===== config.mk =====
export PLATFORM = sky130hd
export DESIGN_NAME = nn_stim_tx
export DESIGN_NICKNAME = d
export VERILOG_FILES = /design/src/rtl/nn_pkg.sv /design/src/rtl/nn_rom_fetch.sv /design/src/rtl/nn_stim_tx.sv
export SDC_FILE = /design/constraint.sdc
export NUM_CORES = 1
export LEC_CHECK = 0
export CORE_AREA = 3 3 194 196
export CTS_CLUSTER_SIZE = 16
export DETAILED_ROUTE_END_ITERATION = 16
export DIE_AREA = 0 0 197 199
export SLEW_MARGIN = 20
export SYNTH_ARGS = -nofsm -noshare
export SYNTH_HDL_FRONTEND = slang
export SYNTH_SLANG_ARGS = --single-unit

===== constraint.sdc =====
create_clock -name clk -period 2.9 [get_ports clk]
set_input_delay 0.58 -clock clk [delete_from_list [all_inputs] [get_ports clk]]
set_output_delay 0.58 -clock clk [all_outputs]
set_load 0.01 [all_outputs]

===== src/rtl/nn_pkg.sv =====
// Shared constants for the NN stimulus transmitter: protocol geometry, FSM
// state codes and the pipeline tag that says which NN bus a ROM word feeds.
package nn_pkg;
    localparam int DW      = 32;
    localparam int N_W1    = 12;
    localparam int N_W2    = 3;
    localparam int N_D     = 4;
    localparam int AW      = 10;
    localparam int MAX_LAT = 255;

    localparam logic [31:0] FP_ONE = 32'h3F80_0000;

    localparam logic [2:0] ST_IDLE = 3'd0;
    localparam logic [2:0] ST_WGT  = 3'd1;
    localparam logic [2:0] ST_GAP  = 3'd2;
    localparam logic [2:0] ST_DAT  = 3'd3;
    localparam logic [2:0] ST_WAIT = 3'd4;
    localparam logic [2:0] ST_FIN  = 3'd5;

    typedef enum logic [1:0] {
        K_W1 = 2'd0,
        K_W2 = 2'd1,
        K_D  = 2'd2,
        K_T  = 2'd3
    } kind_t;
endpackage


===== src/rtl/nn_rom_fetch.sv =====
// ROM address register plus two-stage tag pipeline: a request issued in cycle c
// shows its word on the matching NN bus in cycle c+3 (rom_addr in c+1).
module nn_rom_fetch import nn_pkg::*; #(
    parameter int DW = 32,
    parameter int AW = 10
) (
    input  logic          clk,
    input  logic          rst_n,
    input  logic          req,
    input  logic [1:0]    kind,
    input  logic [AW-1:0] addr,
    output logic [AW-1:0] rom_addr,
    input  logic [DW-1:0] rom_rdata,
    output logic          in_valid_w1,
    output logic [DW-1:0] weight1,
    output logic          in_valid_w2,
    output logic [DW-1:0] weight2,
    output logic          in_valid_d,
    output logic [DW-1:0] data_point,
    output logic          in_valid_t,
    output logic [DW-1:0] target
);
    logic       vld_a;
    logic [1:0] kind_a;
    logic       vld_r;
    logic [1:0] kind_r;

    always_ff @(posedge clk) begin
        if (!rst_n) begin
            rom_addr    <= '0;
            vld_a       <= 1'b0;
            kind_a      <= 2'd0;
            vld_r       <= 1'b0;
            kind_r      <= 2'd0;
            in_valid_w1 <= 1'b0;
            in_valid_w2 <= 1'b0;
            in_valid_d  <= 1'b0;
            in_valid_t  <= 1'b0;
            weight1     <= '0;
            weight2     <= '0;
            data_point  <= '0;
            target      <= '0;
        end else begin
            vld_a  <= req;
            kind_a <= kind;
            if (req) rom_addr <= addr;
            vld_r  <= vld_a;
            kind_r <= kind_a;

            in_valid_w1 <= vld_r && (kind_r == K_W1);
            in_valid_w2 <= vld_r && (kind_r == K_W2);
            in_valid_d  <= vld_r && (kind_r == K_D);
            in_valid_t  <= vld_r && (kind_r == K_T);
            // buses only load with their own beat so they hold between beats
            if (vld_r && kind_r == K_W1) weight1    <= rom_rdata;
            if (vld_r && kind_r == K_W2) weight2    <= rom_rdata;
            if (vld_r && kind_r == K_D)  data_point <= rom_rdata;
            if (vld_r && kind_r == K_T)  target     <= rom_rdata;
        end
    end
endmodule


===== src/rtl/nn_stim_tx.sv =====
// Sequences a weight set and num_smp samples from the pattern ROM into NN and
// captures each NN result for the host.
//   state | meaning
//   IDLE  | waiting for start
//   WGT   | issue N_W1 weight1 then N_W2 weight2 reads
//   GAP   | one cycle with no read ahead of each sample
//   DAT   | issue N_D data reads then the target read
//   WAIT  | drain pipeline, then wait for out_valid or latency timeout
//   FIN   | drain pipeline, pulse done
module nn_stim_tx import nn_pkg::*; #(
    parameter int DW      = nn_pkg::DW,
    parameter int N_W1    = nn_pkg::N_W1,
    parameter int N_W2    = nn_pkg::N_W2,
    parameter int N_D     = nn_pkg::N_D,
    parameter int AW      = nn_pkg::AW,
    parameter int MAX_LAT = nn_pkg::MAX_LAT
) (
    input  logic          clk,
    input  logic          rst_n,
    input  logic          start,
    input  logic [7:0]    num_smp,
    output logic [AW-1:0] rom_addr,
    input  logic [DW-1:0] rom_rdata,
    output logic          in_valid_w1,
    output logic [DW-1:0] weight1,
    output logic          in_valid_w2,
    output logic [DW-1:0] weight2,
    output logic          in_valid_d,
    output logic [DW-1:0] data_point,
    output logic          in_valid_t,
    output logic [DW-1:0] target,
    input  logic          out_valid,
    input  logic [DW-1:0] out,
    output logic          res_valid,
    output logic [DW-1:0] res_data,
    output logic [7:0]    res_idx,
    output logic          busy,
    output logic          done,
    output logic          err_tout
);
    localparam int BC_W = $clog2(N_W1 + N_W2 + N_D + 1);
    localparam logic [BC_W-1:0] BC_WGT   = BC_W'(N_W1 + N_W2 - 1);
    localparam logic [BC_W-1:0] BC_W2    = BC_W'(N_W2);
    localparam logic [BC_W-1:0] BC_DAT   = BC_W'(N_D);
    localparam logic [BC_W-1:0] BC_DRAIN = BC_W'(2);

    // WAIT is entered two cycles before the target beat reaches the port, so the
    // load covers that lag and the count hits zero MAX_LAT-1 cycles after the beat.
    localparam int LAT_W = $clog2(MAX_LAT + 2);
    localparam logic [LAT_W-1:0] WAIT_LOAD = LAT_W'(MAX_LAT + 1);
    localparam logic [LAT_W-1:0] LAT_OPEN  = LAT_W'(MAX_LAT - 1);

    logic [2:0]       state;
    logic [AW-1:0]    addr;
    logic [BC_W-1:0]  beat_cnt;
    logic [LAT_W-1:0] lat_cnt;
    logic [7:0]       num_q;
    logic [7:0]       smp;
    logic             req;
    logic [1:0]       kind;

    always_comb begin
        req  = 1'b0;
        kind = K_W1;
        if (state == ST_WGT) begin
            req  = 1'b1;
            kind = (beat_cnt >= BC_W2) ? K_W1 : K_W2;
        end else if (state == ST_DAT) begin
            req  = 1'b1;
            kind = (beat_cnt == '0) ? K_T : K_D;
        end
    end

    nn_rom_fetch #(.DW(DW), .AW(AW)) u_fetch (
        .clk         (clk),
        .rst_n       (rst_n),
        .req         (req),
        .kind        (kind),
        .addr        (addr),
        .rom_addr    (rom_addr),
        .rom_rdata   (rom_rdata),
        .in_valid_w1 (in_valid_w1),
        .weight1     (weight1),
        .in_valid_w2 (in_valid_w2),
        .weight2     (weight2),
        .in_valid_d  (in_valid_d),
        .data_point  (data_point),
        .in_valid_t  (in_valid_t),
        .target      (target)
    );

    always_ff @(posedge clk) begin
        if (!rst_n) begin
            state     <= ST_IDLE;
            addr      <= '0;
            beat_cnt  <= '0;
            lat_cnt   <= '0;
            num_q     <= 8'd0;
            smp       <= 8'd0;
            res_valid <= 1'b0;
            res_data  <= '0;
            res_idx   <= 8'd0;
            busy      <= 1'b0;
            done      <= 1'b0;
            err_tout  <= 1'b0;
        end else begin
            res_valid <= 1'b0;
            done      <= 1'b0;
            case (state)
                ST_IDLE: begin
                    if (start) begin
                        state    <= ST_WGT;
                        busy     <= 1'b1;
                        err_tout <= 1'b0;
                        num_q    <= num_smp;
                        smp      <= 8'd0;
                        addr     <= '0;
                        beat_cnt <= BC_WGT;
                    end
                end
                ST_WGT: begin
                    addr <= addr + 1'b1;
                    if (beat_cnt == '0) begin
                        if (num_q == 8'd0) begin
                            state    <= ST_FIN;
                            beat_cnt <= BC_DRAIN;
                        end else begin
                            state <= ST_GAP;
                        end
                    end else begin
                        beat_cnt <= beat_cnt - 1'b1;
                    end
                end
                ST_GAP: begin
                    state    <= ST_DAT;
                    beat_cnt <= BC_DAT;
                end
                ST_DAT: begin
                    addr <= addr + 1'b1;
                    if (beat_cnt == '0) begin
                        state   <= ST_WAIT;
                        lat_cnt <= WAIT_LOAD;
                    end else begin
                        beat_cnt <= beat_cnt - 1'b1;
                    end
                end
                ST_WAIT: begin
                    // a result on the final count still wins over the timeout
                    if (out_valid && lat_cnt < LAT_OPEN) begin
                        res_valid <= 1'b1;
                        res_data  <= out;
                        res_idx   <= smp;
                        smp       <= smp + 8'd1;
                        if (smp + 8'd1 == num_q) begin
                            state    <= ST_FIN;
                            beat_cnt <= '0;
                        end else begin
                            state <= ST_GAP;
                        end
                    end else if (lat_cnt == '0) begin
                        err_tout <= 1'b1;
                        state    <= ST_FIN;
                        beat_cnt <= '0;
                    end else begin
                        lat_cnt <= lat_cnt - 1'b1;
                    end
                end
                ST_FIN: begin
                    if (beat_cnt == '0) begin
                        done  <= 1'b1;
                        busy  <= 1'b0;
                        state <= ST_IDLE;
                    end else begin
                        beat_cnt <= beat_cnt - 1'b1;
                    end
                end
                default: begin
                    state <= ST_IDLE;
                    busy  <= 1'b0;
                end
            endcase
        end
    end
endmodule


==> results of run 1 <==
cell type report:
cell class	instances	area, sq um
Clock buffer	41	821
Clock inverter	8	77.6
Fill cell	3781	23300
Inverter	8	35.0
Multi-Input combinational cell	815	3920
Sequential cell	235	4700
Tap cell	468	586
Timing Repair Buffer	284	2820
layout by cell type (no fill, tap or decap), types with 3 or more instances in the layout:
| cell | instances |
|---|---|
| nand2_1 | 401 |
| clkdlybuf4s50_1 | 261 |
| dfxtp_1 | 235 |
| a21oi_1 | 213 |
| nor2_1 | 46 |
| clkbuf_16 | 29 |
| buf_4 | 20 |
| nand3_1 | 16 |
| o21ai_0 | 13 |
| xor2_1 | 13 |
| nor3_1 | 12 |
| xnor2_1 | 9 |
| inv_1 | 7 |
| clkbuf_1 | 7 |
| and2_1 | 6 |
| ha_1 | 6 |
| nand4_1 | 5 |
| or3_1 | 5 |
| clkbuf_8 | 5 |
| nor4_1 | 4 |
| nor4b_1 | 4 |
| and3_1 | 4 |
| nand2b_1 | 4 |
| nand3b_1 | 3 |
| o31ai_1 | 3 |
| clkinv_2 | 3 |
| buf_12 | 3 |
worst register-to-register path: stages (launching register included):
cell and delay, ns:
dfxtp_1 0.35, inv_1 0.07, ha_1 0.29, nor4b_2 0.51
nand3_1 0.23, o21ai_0 0.15, nand2_1 0.22, nor4b_1 0.41
xnor2_1 0.18, nor2_1 0.06
power breakdown:
group          switching (mW)  total [mW]  internal (mW)  leakage [nW]
Sequential              0.167        3.56           3.39          1.90
Combinational           0.926        1.59          0.668          2.00
Clock                    1.38        3.42           2.04         0.436
sequential cells by signal, indices dropped and copies added, names as in the netlist, 5 cells and up:
name	cells
smp	8
u_fetch.data_point	32
addr	10
u_fetch.target	32
beat_cnt	5
res_data	32
num_q	8
u_fetch.weight1	32
lat_cnt	9
u_fetch.weight2	32
u_fetch.rom_addr	10
res_idx	8
per-stage QoR:
stage	setup slack, ns	instances	instance area [sq um]
after CTS	0.341	1859	13000
after global placement	0.314	1810	12100
final	0.316	1859	13000
after floorplan	0.639	1133	8940
after detailed placement	0.278	1810	12100
after global routing	0.0324	1859	13000
metal layers:
metal,GRT usage,up-vias
met1,0.176,3966
met4,0.0372,2
li1,-,4215
met5,0,-
met2,0.240,265
met3,0.0359,51
cell families (layout without fill, tap and decap cells):
logic type / after synthesis / count (layout) / share of synthesized area
and+or+nand+nor: 533 / 533 / 0.251
xor gates and xnor gates: 22 / 22 / 0.0216
adders and majority gates: 6 / 6 / 0.00840
muxes: 2 / 2 / 0.00252
AOI/OAI and AO/OA: 252 / 252 / 0.153
buffers and inverters: 83 / 341 / 0.0379
DFF: 235 / 235 / 0.526
worst paths after layout:
| check | to | slack [ns] |
|---|---|---|
| setup / recovery | lat_cnt[4] | 0.32 |
| setup reg to reg | lat_cnt[4] | 0.32 |
| hold reg to reg | u_fetch.kind_r[1] | 0.43 |
| hold / removal | u_fetch.kind_r[1] | 0.43 |
==> run metrics, run 1 <==
status=completed; CTS Buffer Depth=3; top sig layer=met5; PortBufs=roughly 260; first-pass GRT wire length=44600 microns; clock-pin slew on the worst setup and hold paths=0.06 ns; top_reg_cell synth=dfxtp_1; Max-Cap Viols=0; Inserted Clock Buffers=28; met2 WL=13700 microns; yosys warns=0; initial antenna violation count=1; Reg-to-Reg Start=beat_cnt[0]; Worst setup EP type=flip-flop; worst ir drop on vdd=0.000383 V; Metal-1 WL=about 13000 microns; grt ovf=0; Final Total Pwr=around 8.6 mW; clk_lat worst skew=about 0.55 ns; Worst Skew=0.0168 ns; layout cells sized above 1=0.0640; Cell Pwr Density=about 660 nW/um^2; CP Cell Sequence=inv_1 > ha_1 > nor4b_2 > nand3_1 > o21ai_0 > nand2_1 > nor4b_1 > xnor2_1 > nor2_1; crit path time final=2.58 ns; syn_area_per_cell=about 8 sq um; Initial Util=0.247; CTS tree=built; Syn Inst Count=roughly 1.1k; post-synth top area share=0.526; Vias=~8.5k; endpoints failing setup=0; Mapped Nets=between 1k and 1.5k; EDFF count, synth=0; Worst Hold Slack=0.434 ns; Seq/Total Area, Yosys=0.526; Gates resized, CTS repair=0; Slew Limit Fails=0; die area=39200 sq um; Die W=197 microns; Crit path max-delay family=simple AND/OR/NAND/NOR gates; Tot GR Track Use=0.140; Inserted Diodes=0; hold buffers post-CTS=0; # DRC=0; hpwl dp=19500 microns; CP max stage cell=nor4b_2; postcts setup bufs=0; number of cells on the critical path=9; synthesized area=between 8000 and 9000 sq um; ys async rst share=0; Initial DRC Count=roughly 440; Nets=roughly 1.5k; WP data arrival=3.01 ns; I/O pins=about 260; Peak Freq=about 390 MHz; Hold Path Depth=1; cell type with the largest total area after synthesis=dfxtp_1; Critical Path RT=between 3 and 4 ns; Buf+Inv Stages, Crit Path=1; R2R depth=9; Pre-antenna DRT Iters=5; fin crit share=0.891; antenna-violating nets left=0; CTS sink cnt=235; CORE AREA=around 36000 sq um; routability-driven placement congestion ratio=~0.88; HP Start=u_fetch.kind_a[1]; leading cell types by count after synthesis=nand2_1, dfxtp_1, a21oi_1; Final Hold Fails=0; Critical path origin=beat_cnt[0]; Post-Route WL=~29000 microns; top post-synthesis cells by area=dfxtp_1, nand2_1, a21oi_1; CP max stage delay=~0.51 ns; clk root buf=clkbuf_16; die height=approximately 200 microns; CP Launch Type=flip-flop; max_slew headroom=0.384; Fin Setup TNS=0 ns; H-Tree Depth=1; Via-to-Cell Ratio=around 4.6; vias in the first global route=between 8k and 9k; row cnt=70; dominant cell by count in the synthesized netlist=nand2_1; Layout area overhead=45.0%; Hold Crit Class=flip-flop to flip-flop; Leak Pwr=roughly 4.3 nW; drt wl/cell=around 16 microns; crit path kind=flip-flop to flip-flop; post-synth cell types=61; Worst Max-Slew Pin Slew=0.924 ns; largest net degree at the start of global routing=77; crit path max fanout=9; met3 WL=between 2000 and 2500 microns; RSZ-0062 raised after global routing=false; Yosys reg bits=between 200 and 250; Finished Core Util=0.358
(Power assumes the default switching activity.)
==> run 2: changes to the inputs <==
Settings changed: CAP_MARGIN from default to 20, HOLD_SLACK_MARGIN from default to 0.15.
==> results of run 2 <==
No change in the layout: final DEF, timing and power equal those of run 1.
